**config.mk**
```make
export PLATFORM = sky130hd
export DESIGN_NAME = interrupt_controller12
export DESIGN_NICKNAME = d
export VERILOG_FILES = /design/src/rtl/ic12_pkg.sv /design/src/rtl/ic12_prio_enc.sv /design/src/rtl/interrupt_controller12.sv
export SDC_FILE = /design/constraint.sdc
export NUM_CORES = 1
export LEC_CHECK = 0
export ABC_CLOCK_PERIOD_IN_PS = 5100
export CORE_ASPECT_RATIO = 1.5
export CORE_MARGIN = 4
export CORE_UTILIZATION = 40
export DETAILED_ROUTE_END_ITERATION = 10
export PLACE_DENSITY = 0.62
export SYNTH_ARGS = -nofsm -noshare
export SYNTH_HDL_FRONTEND = slang
export SYNTH_HIERARCHICAL = 1
export SYNTH_SLANG_ARGS = --single-unit
```
**constraint.sdc**
```tcl
create_clock -name clk -period 5.1 [get_ports clk]
set_input_delay 0.51 -clock clk [delete_from_list [all_inputs] [get_ports clk]]
set_output_delay 0.51 -clock clk [all_outputs]
set_load 0.005 [all_outputs]
```
**src/rtl/ic12_pkg.sv**
```systemverilog
// Shared definitions for interrupt_controller12: register map, request FSM
// encoding and STATUS field positions.
package ic12_pkg;

    localparam int N_MAX = 24;

    localparam logic [3:0] A_PEND_L  = 4'd0;
    localparam logic [3:0] A_PEND_H  = 4'd1;
    localparam logic [3:0] A_MASK_L  = 4'd2;
    localparam logic [3:0] A_MASK_H  = 4'd3;
    localparam logic [3:0] A_EDGE_L  = 4'd4;
    localparam logic [3:0] A_EDGE_H  = 4'd5;
    localparam logic [3:0] A_STATUS  = 4'd6;
    localparam logic [3:0] A_EOI     = 4'd7;
    localparam logic [3:0] A_VBASE_L = 4'd8;
    localparam logic [3:0] A_VBASE_H = 4'd9;

    localparam int ST_IN_SERVICE = 11;
    localparam int ST_IRQ_REQ    = 10;

    typedef enum logic [1:0] {
        S_IDLE    = 2'd0,
        S_REQ     = 2'd1,
        S_SERVICE = 2'd2
    } state_t;

endpackage

```
**src/rtl/ic12_prio_enc.sv**
```systemverilog
// Combinational lowest-index-wins priority encoder over the 24 request lines.
module ic12_prio_enc
    import ic12_pkg::*;
(
    input  logic [N_MAX-1:0] req,
    output logic [4:0]       id,
    output logic             valid
);

    always_comb begin
        id    = '0;
        valid = |req;
        // Scan downward so the lowest set index is the last assignment.
        for (int i = N_MAX - 1; i >= 0; i--) begin
            if (req[i]) id = 5'(i);
        end
    end

endmodule

```
**src/rtl/interrupt_controller12.sv**
```systemverilog
// Interrupt controller: edge/level pending, mask, lowest-index arbitration and
// a REQ/SERVICE handshake toward the core, configured via a 12-bit register window.
module interrupt_controller12
    import ic12_pkg::*;
#(
    parameter int N_IRQ           = 24,
    parameter int VEC_STRIDE_LOG2 = 1
) (
    input  logic             clk,
    input  logic             rst,
    input  logic [N_IRQ-1:0] irq_src,
    input  logic [3:0]       reg_addr,
    input  logic [11:0]      reg_wdata,
    input  logic             reg_we,
    output logic [11:0]      reg_rdata,
    output logic             irq_req,
    output logic [4:0]       irq_id,
    output logic [23:0]      irq_vector,
    input  logic             irq_ack
);

    localparam logic [N_MAX-1:0] IMPL = N_MAX'((25'd1 << N_IRQ) - 25'd1);

    state_t            state, state_nxt;
    logic [N_MAX-1:0]  mask, edge_mode, pend_edge, src_prev, vbase;
    logic [N_MAX-1:0]  mask_nxt, edge_nxt, vbase_nxt, w1c, ack_clr;
    logic [N_MAX-1:0]  src, rise, pend, eligible;
    logic              in_service, eoi, latch, ack_take;
    logic [4:0]        active_id, win_id;
    logic              win_valid;
    logic [11:0]       rd_nxt;

    assign src      = N_MAX'(irq_src) & IMPL;
    assign rise     = src & ~src_prev & edge_mode;
    assign pend     = ((pend_edge & edge_mode) | (src & ~edge_mode)) & IMPL;
    assign eligible = pend & ~mask;
    assign ack_clr  = ack_take ? ((N_MAX'(1) << irq_id) & edge_mode) : '0;

    ic12_prio_enc u_enc (
        .req   (eligible),
        .id    (win_id),
        .valid (win_valid)
    );

    always_comb begin
        mask_nxt  = mask;
        edge_nxt  = edge_mode;
        vbase_nxt = vbase;
        w1c       = '0;
        eoi       = 1'b0;
        if (reg_we) begin
            case (reg_addr)
                A_PEND_L:  w1c[11:0]        = reg_wdata;
                A_PEND_H:  w1c[23:12]       = reg_wdata;
                A_MASK_L:  mask_nxt[11:0]   = reg_wdata;
                A_MASK_H:  mask_nxt[23:12]  = reg_wdata;
                A_EDGE_L:  edge_nxt[11:0]   = reg_wdata;
                A_EDGE_H:  edge_nxt[23:12]  = reg_wdata;
                A_EOI:     eoi              = 1'b1;
                A_VBASE_L: vbase_nxt[11:0]  = reg_wdata;
                A_VBASE_H: vbase_nxt[23:12] = reg_wdata;
                default: ;
            endcase
        end
    end

    always_comb begin
        state_nxt = state;
        latch     = 1'b0;
        ack_take  = 1'b0;
        case (state)
            S_IDLE: begin
                if (!in_service && win_valid) begin
                    state_nxt = S_REQ;
                    latch     = 1'b1;
                end
            end
            S_REQ: begin
                // Ack wins over a same-cycle withdrawal: the core has committed.
                if (irq_ack) begin
                    state_nxt = S_SERVICE;
                    ack_take  = 1'b1;
                end else if ((eligible & (N_MAX'(1) << irq_id)) == '0) begin
                    state_nxt = S_IDLE;
                end
            end
            S_SERVICE: if (eoi) state_nxt = S_IDLE;
            default:   state_nxt = S_IDLE;
        endcase
    end

    always_comb begin
        case (reg_addr)
            A_PEND_L:  rd_nxt = pend[11:0];
            A_PEND_H:  rd_nxt = pend[23:12];
            A_MASK_L:  rd_nxt = mask[11:0];
            A_MASK_H:  rd_nxt = mask[23:12];
            A_EDGE_L:  rd_nxt = edge_mode[11:0];
            A_EDGE_H:  rd_nxt = edge_mode[23:12];
            A_STATUS:  rd_nxt = {in_service, irq_req, 5'b0, active_id};
            A_VBASE_L: rd_nxt = vbase[11:0];
            A_VBASE_H: rd_nxt = vbase[23:12];
            default:   rd_nxt = '0;
        endcase
    end

    always_ff @(posedge clk) begin
        if (rst) begin
            state      <= S_IDLE;
            mask       <= '1;
            edge_mode  <= '0;
            pend_edge  <= '0;
            src_prev   <= '0;
            vbase      <= '0;
            in_service <= 1'b0;
            active_id  <= '0;
            irq_req    <= 1'b0;
            irq_id     <= '0;
            irq_vector <= '0;
            reg_rdata  <= '0;
        end else begin
            state     <= state_nxt;
            mask      <= mask_nxt;
            edge_mode <= edge_nxt;
            vbase     <= vbase_nxt;
            src_prev  <= src;
            reg_rdata <= rd_nxt;
            irq_req   <= (state_nxt == S_REQ);
            // New edges beat clears; lines leaving edge mode drop their latch.
            pend_edge <= ((pend_edge & ~(w1c | ack_clr)) | rise) & edge_nxt & IMPL;
            if (ack_take) begin
                in_service <= 1'b1;
                active_id  <= irq_id;
            end else if (eoi) begin
                in_service <= 1'b0;
            end
            if (latch) begin
                irq_id     <= win_id;
                irq_vector <= vbase + (N_MAX'(win_id) << VEC_STRIDE_LOG2);
            end
        end
    end

endmodule
```
==> flow_summary.ini <==
[run_status]
status = complete, no violations

[routing]
ant_nets = 0
wire_per_inst_um = 21.7
drt-initial-drc-count = 802
via_per_inst = 5.88
dr.pass1.iters = 8
vias = 7990
drt-total-wl_um = 29500
drc = 0

[logic_synthesis]
syn_area_um2 = 8420
synth_simple_gate_area_share_pct = 28.1
synth_xor_area_share_pct = 1.56
synth_area_leaders = dfxtp_1, nand2_1, mux2i_1, nor2_1, a21oi_1
synth_edf_count = 0
netlist.area_leader.share_pct = 40.4
yosysUniqueCellTypes = 71
synth_area_leader_cell = dfxtp_1
synth.top_cells.by_count = dfxtp_1, nand2_1, nor2_1, a21oi_1, mux2i_1
synth-compound-area-share_pct = 18.3
synth_mux_area_share_pct = 6.21
yosysMostFrequentCell = dfxtp_1
ys_seq_area_share_pct = 40.4
postSynthAreaPerCell_um2 = 8.12
synth_ff_type = dfxtp_1
synth_top_family_by_area = simple AND/OR/NAND/NOR gates
synth_nets = 1087
async_flop_share_pct = 0
ys_seq_elements = 170
synth_cells = 1037
yosys_warnings = 6
synthAdderAreaFrac_pct = 0.981

[timing]
max_slew_margin_pct = 20.1
worst_clock_skew_ps = 12.3
hold_violations = 0
max_freq_ghz = 0.247
grt_setup_unrepaired = false
period_minus_slack_ps = 4050
finalMaxSlewViolations = 0
fin_crit_sh_pct = 79.4
timing.setup.tns_ps = 0
holdWs_ps = 453
worstMarginPinSlew_ps = 1190
setup_viol = 0

[worst_setup_path]
path_max_fanout = 9
path_buf_inv = 2
rr_startpoint = edge_mode[22]
crit_chain = clkdlybuf4s50_1 > nand2b_1 > a21oi_1 > nand2b_1 > a221oi_1 > o211ai_1 > o211ai_1 > ha_1 > inv_1 > fa_1 > nor2b_1 > o21ai_1 > a21boi_4 > o211ai_1 > or3_1 > a311oi_1
crit_arrival_ps = 4400
end_kind = flop
crit_top_cell = o211ai_1
r2r.worst_path.cells = 15
crit_family = compound AO/OA/AOI/OAI gates
cp_slowest_cell = clkdlybuf4s50_1
crit_path_start_kind = input port
cpPeakStageDelay_ps = 500
worstReg2RegEnd = irq_vector[21]
crit_required_ps = 5450
r2r_setup_slack_ps = 1140
path_class = input port to flop

[die]
core-area_um2 = 20600
num_rows = 64
die_h_um = 186
io_pins = 86
start_util_pct = 40.9
die_area_um2 = 23500
die_w_um = 126

[clock_network]
cts_root_buf = clkbuf_16
numCtsBuffers = 17
hold_buffers = 0
cts_setup_buffers = 0
clock-sinks = 170
ctsResizeCount = 0
clk_pin_slew_ps = 60
cts_buffer_depth = 2
cts_tree = built
clk_latency_ps = 440
cts_max_level = 4

[global_routing]
antenna_found_initial = 0
grt-ovfl-total = 0
first_global_vias = 7487
grt_pass1_wl_um = 44700
track_usage_pct = 25.1
grt_max_degree = 90

[placement]
dpl.cell_count = 1327
hpwl_um = 21300
place.gp.congestion = 0.969
io_buffer_count = 85

[min_path]
hold_path_depth = 2
min_from = irq_vector[4]
min_path_type = flop to flop
hold_end = irq_vector[4]

[layout]
multi_input_area_um2 = 4670
seq_area_um2 = 3400
fin_cells = 1359
antenna_cells_inserted = 0
fillers = 2008
layout.nets = 1132
drive_above_1_share_pct = 6.30
area_growth_pct = 19.2

[power_and_ir_drop]
p_leak_nw = 3.58
powerDensity_nw_per_um2 = 320
finalPower_mw = 3.21
ir_drop_v = 0.000217

[run]
drv_cap = 0
==> worst max path at each step <==
stage / start / to / slack, ps / cells past startpoint
floorplan: irq_src[21] / irq_vector[21] / 1820 / 15
global route: irq_src[23] / irq_vector[21] / 840 / 16
CTS: irq_src[23] / irq_vector[19] / 1130 / 16
global placement: irq_src[23] / irq_vector[19] / 820 / 16
detailed placement: irq_src[23] / irq_vector[19] / 650 / 16
finish: irq_src[23] / irq_vector[21] / 1050 / 16
==> where the power goes <==
part | switching [mW] | total [mW] | internal (mW)
registers | 0.0451 | 1.43 | 1.39
logic | 0.232 | 0.415 | 0.183
clock network | 0.559 | 1.36 | 0.802
total | 0.836 | 3.21 | 2.37
==> final cells by class <==
type,instances,area share (%)
well taps,264,3.29
clock inverters,12,1.65
clock buffers,20,4.55
multi-input cells,778,46.5
flip-flops and latches,170,33.9
inverters,17,0.636
repair buffers,98,9.43
==> flip-flops by register name (all words and copies together) (netlist names), 2 cells and up <==
signal      cells
edge_mode      24
reg_rdata      12
mask           24
pend_edge      24
state           2
irq_id          5
irq_vector     24
active_id       5
src_prev       24
vbase          24
==> worst min-delay path, delay by kind of cell (launching register included) <==
kind	cells	cell delay [ps]
flip-flops	1	310
AND/OR/NAND/NOR	1	50
AO/OA/AOI/OAI	1	50
==> layout by cell type, fill, tap and decap left out, types with 14 or more instances in the layout <==
cell type | Yosys | routed
nand2_1 | 157 | 157
buf_4 | 2 | 14
nor2_1 | 114 | 114
clkdlybuf4s50_1 | 0 | 84
nand3b_1 | 27 | 27
nor3_1 | 34 | 34
o21ai_0 | 16 | 16
inv_1 | 16 | 16
dfxtp_1 | 170 | 170
a21oi_1 | 83 | 83
nor2b_1 | 32 | 32
clkbuf_16 | 0 | 17
mux2i_1 | 50 | 50
nand3_1 | 41 | 41
a211oi_1 | 15 | 15
a32oi_1 | 21 | 21
==> metal layers <==
metal	wire length [um]	global-route usage, %	up-vias
li1	-	-	3799
met1	11700	30.9	3759
met2	14400	42.2	360
met3	2150	4.57	72
met4	1250	12.3	0
met5	0	0	-
==> kinds of logic after synthesis <==
kind of cell / count (synthesis)
compound gates: 229
xor+xnor: 15
fa+ha+maj: 6
buf+inv: 89
flops: 170
mux: 51
simple gates: 477
==> metrics by stage <==
step / worst slack [ps] / instance area (um^2) / util, %
2_1_floorplan: 1820 / 8420 / -
3_3_place_gp: 821 / 9410 / 45.7
3_5_place_dp: 650 / 9410 / 45.7
4_1_cts: 1130 / 10000 / 48.8
5_1_grt: 840 / 10000 / 48.8
6_report: 1050 / 10000 / 48.8
(Power assumes the default switching activity.)
